$ cat config.mk
export PLATFORM = sky130hd
export DESIGN_NAME = request_scheduler_flat
export DESIGN_NICKNAME = d
export VERILOG_FILES = /design/src/rtl/request_scheduler_if.sv /design/src/rtl/request_scheduler.sv /design/src/flat_wrapper.sv
export SDC_FILE = /design/constraint.sdc
export NUM_CORES = 1
export LEC_CHECK = 0
export ABC_AREA = 1
export CAP_MARGIN = 20
export CORE_ASPECT_RATIO = 1.5
export CORE_MARGIN = 2
export CORE_UTILIZATION = 25
export DETAILED_ROUTE_END_ITERATION = 10
export PLACE_DENSITY = 0.52
export RECOVER_POWER = 100
export SYNTH_ARGS = -nofsm -noshare
export SYNTH_HDL_FRONTEND = slang
export SYNTH_SLANG_ARGS = --single-unit
$ cat constraint.sdc
create_clock -name clk -period 3.21 [get_ports clk]
set_clock_uncertainty 0.1 [all_clocks]
set_input_delay 0.4815 -clock clk [delete_from_list [all_inputs] [get_ports clk]]
set_output_delay 0.4815 -clock clk [all_outputs]
set_load 0.005 [all_outputs]
$ cat src/rtl/request_scheduler_if.sv
// Requester/resource handshake bundle for request_scheduler.
// master: scheduler side; slave: requesters plus resource.
interface request_scheduler_if #(
  parameter int unsigned NUM_REQ = 4,
  parameter int unsigned IDX_W   = $clog2(NUM_REQ)
);
  logic [NUM_REQ-1:0] req;
  logic [NUM_REQ-1:0] req_cancel;
  logic [NUM_REQ-1:0] grant;
  logic [IDX_W-1:0]   owner;
  logic               request;
  logic               accept;
  logic               cancel;
  logic               done;
  logic               busy;

  modport master (
    input  req, req_cancel, accept, done,
    output grant, owner, request, cancel, busy
  );

  modport slave (
    output req, req_cancel, accept, done,
    input  grant, owner, request, cancel, busy
  );
endinterface

$ cat src/rtl/request_scheduler.sv
// Round-robin arbiter driving a request/accept/cancel/done resource handshake.
// Optional embedded properties: define REQUEST_SCHEDULER_SVA_EN.
module request_scheduler #(
  parameter int unsigned NUM_REQ        = 4,
  parameter int unsigned ACCEPT_TIMEOUT = 16
) (
  input logic                  clk,
  input logic                  rst,
  request_scheduler_if.master  bus
);
  localparam int unsigned IDX_W  = $clog2(NUM_REQ);
  localparam int unsigned TIMERW = $clog2(ACCEPT_TIMEOUT + 1);

  typedef enum logic [2:0] {StIdle, StReq, StWaitAcc, StCancel, StBusy} state_e;

  state_e             state_q;
  logic [TIMERW-1:0]  timer_q;
  logic [IDX_W-1:0]   ptr_q;
  logic [IDX_W-1:0]   owner_q;
  logic [NUM_REQ-1:0] grant_q;
  logic               request_q;
  logic               cancel_q;
  logic               busy_q;

  logic               win_found;
  logic [IDX_W-1:0]   win_idx;
  logic [IDX_W-1:0]   cand_idx;
  int unsigned        cand;
  logic               own_cancel;
  logic               timed_out;

  // First set req bit searching upward from ptr_q+1, wrapping.
  always_comb begin
    win_found = 1'b0;
    win_idx   = '0;
    cand      = 0;
    cand_idx  = '0;
    for (int unsigned i = 1; i <= NUM_REQ; i++) begin
      cand     = (32'(ptr_q) + i) % NUM_REQ;
      cand_idx = IDX_W'(cand);
      if (!win_found && bus.req[cand_idx]) begin
        win_found = 1'b1;
        win_idx   = cand_idx;
      end
    end
  end

  assign own_cancel = bus.req_cancel[owner_q];
  assign timed_out  = (timer_q == TIMERW'(ACCEPT_TIMEOUT - 1));

  always_ff @(posedge clk) begin
    if (rst) begin
      state_q   <= StIdle;
      timer_q   <= '0;
      ptr_q     <= IDX_W'(NUM_REQ - 1);
      owner_q   <= '0;
      grant_q   <= '0;
      request_q <= 1'b0;
      cancel_q  <= 1'b0;
      busy_q    <= 1'b0;
    end else begin
      request_q <= 1'b0;
      cancel_q  <= 1'b0;
      unique case (state_q)
        StIdle: begin
          if (win_found) begin
            owner_q   <= win_idx;
            ptr_q     <= win_idx;
            grant_q   <= {{(NUM_REQ-1){1'b0}}, 1'b1} << win_idx;
            request_q <= 1'b1;
            state_q   <= StReq;
          end
        end
        StReq: begin
          timer_q <= '0;
          state_q <= StWaitAcc;
        end
        StWaitAcc: begin
          // accept wins: cancel has not been driven yet this cycle
          if (bus.accept) begin
            busy_q  <= 1'b1;
            state_q <= StBusy;
          end else if (own_cancel || timed_out) begin
            cancel_q <= 1'b1;
            state_q  <= StCancel;
          end else begin
            timer_q <= timer_q + 1'b1;
          end
        end
        StCancel: begin
          grant_q <= '0;
          state_q <= StIdle;
        end
        StBusy: begin
          if (bus.done) begin
            busy_q  <= 1'b0;
            grant_q <= '0;
            state_q <= StIdle;
          end
        end
        default: state_q <= StIdle;
      endcase
    end
  end

  assign bus.grant   = grant_q;
  assign bus.owner   = owner_q;
  assign bus.request = request_q;
  assign bus.cancel  = cancel_q;
  assign bus.busy    = busy_q;

`ifdef REQUEST_SCHEDULER_SVA_EN
  
  

  

  
  
  
  

  
  
  
  
`else
  // Properties compiled out; behaviour is unchanged.
`endif

endmodule

$ cat src/flat_wrapper.sv
// flat-port wrapper written by rule: the top's interface ports become plain ports
module request_scheduler_flat 
#(
  parameter int unsigned NUM_REQ        = 4,
  parameter int unsigned ACCEPT_TIMEOUT = 16
)
  (clk, rst, bus_req, bus_req_cancel, bus_accept, bus_done, bus_grant, bus_owner, bus_request, bus_cancel, bus_busy);
  request_scheduler_if #(.NUM_REQ(NUM_REQ)) bus_i ();
  input logic clk;
  input logic rst;
  input wire logic [$bits(bus_i.req)-1:0] bus_req;
  input wire logic [$bits(bus_i.req_cancel)-1:0] bus_req_cancel;
  input wire logic [$bits(bus_i.accept)-1:0] bus_accept;
  input wire logic [$bits(bus_i.done)-1:0] bus_done;
  output wire logic [$bits(bus_i.grant)-1:0] bus_grant;
  output wire logic [$bits(bus_i.owner)-1:0] bus_owner;
  output wire logic [$bits(bus_i.request)-1:0] bus_request;
  output wire logic [$bits(bus_i.cancel)-1:0] bus_cancel;
  output wire logic [$bits(bus_i.busy)-1:0] bus_busy;
  assign bus_i.req = bus_req;
  assign bus_i.req_cancel = bus_req_cancel;
  assign bus_i.accept = bus_accept;
  assign bus_i.done = bus_done;
  assign bus_grant = bus_i.grant;
  assign bus_owner = bus_i.owner;
  assign bus_request = bus_i.request;
  assign bus_cancel = bus_i.cancel;
  assign bus_busy = bus_i.busy;
  request_scheduler #(.NUM_REQ(NUM_REQ), .ACCEPT_TIMEOUT(ACCEPT_TIMEOUT)) u_core (.clk(clk), .rst(rst), .bus(bus_i));
endmodule
==> impl_metrics.py, run 1 <==
metrics = {
    "power": {
        "total_power_w": 0.00134,
        "power_switching_w": 0.000656,
        "p_int_w": 0.000684,
        "power_frac_seq_pct": 27.4,
        "p_comb_share_pct": 59.9,
        "ir_drop_v": 0.000340,
        "power-per-cell-area_nw_per_um2": 861,
        "p_leak_nw": 0.703,
        "p_clk_share_pct": 12.6,
        "sw_frac_of_total_pct": 49.0,
    },
    "global_route": {
        "grt_pass1_wl_mm": 4.69,
        "gr-total-overflow": 0,
        "grt_max_degree": 16,
        "track_usage_pct": 10.0,
        "grtUsageMet1_pct": 11.2,
        "use_met3_pct": 2.09,
        "grt_pass1_vias": 1100,
        "grt.busiest_layer": "met2",
        "antenna_found_initial": 0,
        "grt_util_met2_pct": 18.1,
    },
    "clock_network": {
        "htreeDepth": 1,
        "clock_path_buffers": 2,
        "cts_sinks": 19,
        "clk_pin_slew_worst_paths_ns": 0.08,
        "ctsHoldBuffers": 0,
        "cts_tree": "done",
        "clock_latency_ns": 0.26,
        "cts_resized": 0,
        "post_cts_buffers": 0,
        "cts_root_buf": "clkbuf_8",
        "cts-buffers-inserted": 3,
    },
    "timing": {
        "max-slew-margin-rel_pct": 60.7,
        "setup_ws_ns": 0.813,
        "slew_violations": 0,
        "fmax_mhz": 417,
        "rsz0062_at_grt": "no",
        "tightest_slew_ns": 0.588,
        "period_share_pct": 74.7,
        "fin_tns_setup_ns": 0,
        "setup-violations-final": 0,
        "period_needed_ns": 2.40,
        "finalHoldViolations": 0,
    },
    "setup_path": {
        "startpoint_type": "flip-flop",
        "required_ns": 3.24,
        "regToRegSetupSlack_ns": 0.81,
        "r2r-start": "u_core.ptr_q[0]",
        "cp-startpoint": "u_core.ptr_q[0]",
        "critPathCaptureType": "flip-flop",
        "path_class": "reg2reg",
        "worst_r2r_endpoint": "u_core.bus.grant[1]",
        "path_max_fanout": 10,
        "reg2reg_depth": 10,
        "worstPathArrival_ns": 2.42,
        "crit_path_end": "u_core.bus.grant[1]",
    },
    "place": {
        "hpwlAfterDp_mm": 2.14,
        "io_buffers": 20,
        "routabilityCongestion": 0.727,
        "placed_cell_area_um2": 1540,
        "preCtsSetupSlack_ns": 0.937,
    },
    "logic_synthesis": {
        "async_flop_share_pct": 0,
        "ys_seq_area_share_pct": 29.7,
        "ys.flop_type": "dfxtp_1",
        "synth-edff-count": 0,
        "synth_cell_type_count": 28,
        "synth_cells": 180,
        "syn_area_um2": 1280,
        "yosysTopAreaCellShare_pct": 29.7,
        "ys_seq_elements": 19,
        "synth.largest_area_cell": "dfxtp_1",
        "syn-num-nets": 194,
        "syn_avg_cell_area_um2": 7.11,
        "synth_area_leaders": "dfxtp_1 (30%), nand2_1 (12%), nand2_4 (11%), inv_1 (6.2%), nand3_1 (5.9%)",
        "synth-warning-count": 0,
    },
    "detailed_routing": {
        "wl_mm": 2.68,
        "ant_nets": 0,
        "first_pass_iters": 4,
        "wl_per_cell_um": 10.0,
        "via_per_inst": 4.37,
        "vias": 1166,
        "drc_errors": 0,
        "drt_iter0_drc": 41,
    },
    "flow_run": {
        "drv_cap": 0,
    },
    "floorplan": {
        "io_pins": 21,
        "dieArea_um2": 5720,
        "die_y_um": 91.6,
        "die_w_um": 62.4,
        "std_cell_rows": 31,
        "initial_core_util_pct": 26.2,
        "core_um2": 4890,
    },
    "cells_and_area": {
        "diodes": 0,
        "nets": 216,
        "fill_cells": 567,
        "syn2layout_area_growth_pct": 21.6,
        "fin_area_um2": 1560,
        "drive_gt1_share_pct": 15.9,
    },
    "min_path": {
        "worst_hold_path_type": "reg2reg",
    },
    "outcome": {
        "outcome": "complete, no violations",
    },
}
[through the flow]
stage               util [%]  cells  hold WS, ns
CTS                     32.4    267        0.368
global route            31.8    267        0.382
detailed placement      31.4    263        0.357
global placement        31.4    263        0.351
finish                  31.8    267        0.358
floorplan                  -    180        0.341
[worst max-delay path, cell delays in order (launching register included)]
cell and delay [ns]:
dfxtp_1 0.64, inv_8 0.11, nand2_1 0.15, nand2_4 0.08, nand2_1 0.10, o21ai_0 0.18
nand3b_1 0.22, nand2_1 0.13, clkinvlp_2 0.29, nand3_1 0.19, a21oi_1 0.07
[cells in the final DEF (no fill, tap or decap), types with 3 or more instances in the layout]
| master | synthesis | final |
|---|---|---|
| a21oi_1 | 8 | 11 |
| clkbuf_8 | 0 | 3 |
| clkdlybuf4s50_1 | 0 | 10 |
| dfxtp_1 | 19 | 19 |
| dlygate4sd3_1 | 0 | 10 |
| inv_1 | 21 | 21 |
| nand2_1 | 42 | 44 |
| nand2_2 | 7 | 6 |
| nand2_4 | 12 | 11 |
| nand3_1 | 15 | 15 |
| nor2_1 | 18 | 18 |
| nor3_1 | 5 | 5 |
| o211ai_1 | 3 | 3 |
| o21ai_0 | 2 | 5 |
[power groups by stage]
stage / registers [W] / logic [W] / clock network (W)
floorplan: 0.000337 / 0.000710 / 0
global placement: 0.000379 / 0.000859 / 0
detailed placement: 0.000376 / 0.000861 / 0
CTS: 0.000373 / 0.000863 / 0.000175
global route: 0.000379 / 0.000901 / 0.000188
finish: 0.000368 / 0.000804 / 0.000169
[cell usage after synthesis (2+ instances only)]
library cell	count
a21oi_1	8
dfxtp_1	19
nand3_1	15
nand2_1	42
inv_1	21
inv_4	2
nand4_1	2
o211ai_1	3
o21ai_0	2
nand2_4	12
nand3_2	2
buf_6	2
a21oi_2	4
nor3_1	5
nand2_2	7
o21ai_1	3
nor2_1	18
ha_1	2
or2_2	2
[per-layer routing]
| metal | routed length (µm) | vias to the layer above |
|---|---|---|
| li1 | - | 619 |
| met1 | 1140 | 517 |
| met2 | 1380 | 25 |
| met3 | 114 | 5 |
| met4 | 53 | 0 |
| met5 | 0 | - |
[layout make-up]
| cell class | count | area, µm² | area share (%) |
|---|---|---|---|
| Timing Repair Buffer | 20 | 200 | 12.9 |
| Clock inverter | 1 | 5.00 | 0.322 |
| Multi-Input combinational cell | 134 | 746 | 47.9 |
| Tap cell | 66 | 82.6 | 5.31 |
| Clock buffer | 3 | 41.3 | 2.65 |
| Sequential cell | 19 | 380 | 24.4 |
| Inverter | 24 | 101 | 6.51 |
[state kept, by name, indices dropped and copies added, names as in the netlist]
register            count
u_core.timer_q          5
u_core.bus.grant        4
u_core.state_q          3
u_core.bus.owner        2
u_core.ptr_q            2
u_core.bus.busy         1
u_core.bus.cancel       1
u_core.bus.request      1
[cells by family after synthesis]
| logic type | share of synthesized area [%] |
|---|---|
| adder cells (fa/ha/maj) | 1.95 |
| flip-flops | 29.7 |
| AND/OR/NAND/NOR | 45.6 |
| buffers and inverters | 10.1 |
| AO/OA/AOI/OAI | 12.7 |
[worst min-delay path by stage]
stage	start	to	slack (ns)	cells after the start
after global placement	u_core.timer_q[4]	u_core.timer_q[4]	0.35	2
after detailed placement	u_core.bus.busy	u_core.bus.busy	0.36	2
after floorplan	u_core.timer_q[4]	u_core.timer_q[4]	0.34	2
after global routing	u_core.bus.busy	u_core.bus.busy	0.38	2
after CTS	u_core.timer_q[4]	u_core.timer_q[4]	0.37	2
final	u_core.bus.busy	u_core.bus.busy	0.36	2
(Power assumes the default switching activity.)
==> run 2, diff against run 1 <==
==> constraint.sdc (replaced) <==
create_clock -name clk -period 2.3 [get_ports clk]
set_clock_uncertainty 0.1 [all_clocks]
set_input_delay 0.345 -clock clk [delete_from_list [all_inputs] [get_ports clk]]
set_output_delay 0.345 -clock clk [all_outputs]
set_load 0.005 [all_outputs]
==> impl_metrics.py, run 2 (same netlist as run 1, synthesis figures left out) <==
metrics = {
    "detailed_routing": {
        "first_pass_iters": 5,
        "via_per_inst": 4.33,
        "wl_per_cell_um": 10.1,
        "drc_errors": 0,
        "ant_nets": 0,
        "drt_iter0_drc": 20,
        "vias": 1170,
        "wl_mm": 2.73,
    },
    "setup_path": {
        "required_ns": 2.33,
        "startpoint_type": "flip-flop",
        "path_class": "reg2reg",
        "path_max_fanout": 10,
        "reg2reg_depth": 11,
        "crit_slowest_cell": "dfxtp_1",
        "critPathCaptureType": "flip-flop",
        "max_stage_delay_ns": 0.61,
        "worstPathArrival_ns": 1.98,
        "cp_cell_sequence": "inv_8 > nand2_4 > nand2_1 > nand2_4 > nand2_4 > nor2_8 > nand3b_1 > nand2_1 > inv_4 > nand2_1 > o211ai_1",
    },
    "timing": {
        "setup-violations-final": 0,
        "finalHoldViolations": 0,
        "fmax_mhz": 514,
        "period_share_pct": 84.6,
        "max-slew-margin-rel_pct": 69.0,
        "setup_ws_ns": 0.354,
        "slew_violations": 0,
        "tightest_slew_ns": 0.464,
        "period_needed_ns": 1.95,
        "hold_ws_ns": 0.357,
        "rsz0062_at_grt": "no",
        "fin_tns_setup_ns": 0,
    },
    "flow_run": {
        "drv_cap": 0,
    },
    "clock_network": {
        "clock_latency_ns": 0.25,
        "cts_root_buf": "clkbuf_8",
        "clk_pin_slew_worst_paths_ns": 0.07,
        "htreeDepth": 1,
        "cts-buffers-inserted": 3,
        "cts_sinks": 19,
        "clock_path_buffers": 2,
        "ctsHoldBuffers": 0,
        "post_cts_buffers": 0,
        "cts_tree": "done",
        "cts_resized": 0,
    },
    "power": {
        "sw_frac_of_total_pct": 48.5,
        "p_leak_nw": 0.725,
        "ir_drop_v": 0.000589,
        "p_clk_share_pct": 12.3,
        "p_comb_share_pct": 61.3,
        "power-per-cell-area_nw_per_um2": 1200,
        "power_frac_seq_pct": 26.4,
        "power_switching_w": 0.000924,
        "p_int_w": 0.000980,
    },
    "floorplan": {
        "dieArea_um2": 5720,
        "std_cell_rows": 31,
        "die_y_um": 91.6,
        "core_um2": 4890,
        "initial_core_util_pct": 26.2,
        "die_w_um": 62.4,
        "io_pins": 21,
    },
    "cells_and_area": {
        "syn2layout_area_growth_pct": 23.7,
        "nets": 219,
        "diodes": 0,
        "fin_area_um2": 1580,
        "final_cell_mix": "nand2_1 (44), inv_1 (21), dfxtp_1 (19), nor2_1 (18), nand3_1 (15)",
        "largest_reg_flops": 5,
        "top_register": "u_core.timer_q",
        "final_common_cell": "nand2_1",
        "drive_gt1_share_pct": 17.2,
    },
    "place": {
        "io_buffers": 20,
        "preCtsSetupSlack_ns": 0.201,
        "placed_cell_area_um2": 1560,
        "hpwlAfterDp_mm": 2.23,
        "routabilityCongestion": 0.732,
    },
    "global_route": {
        "grt_pass1_wl_mm": 4.91,
        "antenna_found_initial": 0,
        "grt_pass1_vias": 1142,
        "grt_max_degree": 11,
        "gr-total-overflow": 0,
        "track_usage_pct": 10.5,
    },
    "min_path": {
        "worst_hold_path_type": "reg2reg",
        "hold_path_depth": 2,
    },
    "outcome": {
        "outcome": "complete, no violations",
    },
}
## run 2: cell types whose count changed in the layout (fill, tap and decap cells not counted)
cell / previous run / this run
buf_4: 0 / 3
clkbuf_1: 0 / 1
clkinv_2: 1 / 0
clkinvlp_2: 1 / 0
inv_4: 1 / 2
o21ai_0: 5 / 4
o21ai_2: 0 / 1
## run 2: stage by stage
step | cells | utilization [%] | power, W
after global placement | 266 | 31.9 | 0.00175
after global routing | 270 | 32.4 | 0.00212
after CTS | 270 | 32.8 | 0.00199
after detailed placement | 266 | 31.9 | 0.00175
final | 270 | 32.4 | 0.00190
after floorplan | 180 | - | 0.00146
## run 2: final cells by class
class                      instances  area [µm²]
multi-input combinational        134         749
tap                               66        82.6
fill                             572        3300
clock buffer                       4        45.0
timing repair buffer              23         223
sequential                        19         380
inverter                          24         103
## run 2: worst paths after layout
| check | end | startpoint | slack, ns |
|---|---|---|---|
| worst max-delay path | u_core.ptr_q[1] | u_core.ptr_q[0] | 0.35 |
| worst min register to register | u_core.bus.busy | u_core.bus.busy | 0.36 |
| worst min-delay path | u_core.bus.busy | u_core.bus.busy | 0.36 |
| worst max register to register | u_core.ptr_q[1] | u_core.ptr_q[0] | 0.35 |
## run 2: power by group through the flow
stage               Combinational (W)  Sequential, W  Clock, W
CTS                           0.00124       0.000508  0.000241
global route                  0.00134       0.000517  0.000265
floorplan                    0.000991       0.000470         0
global placement              0.00124       0.000514         0
detailed placement            0.00124       0.000514         0
finish                        0.00117       0.000502  0.000234
## run 2: critical path: cells and delay by family (launching register included)
kind | cells | cell delay [ns]
flops | 1 | 0.61
simple gates | 8 | 0.83
buf+inv | 2 | 0.19
compound gates | 1 | 0.09
## run 2: per-layer routing
metal	up-vias	track usage, %	part of all wire [%]
met5	-	0	0
met4	0	4.26	1.7
met3	5	1.84	2.9
met2	21	19.7	52
met1	520	11.6	43
li1	624	-	-
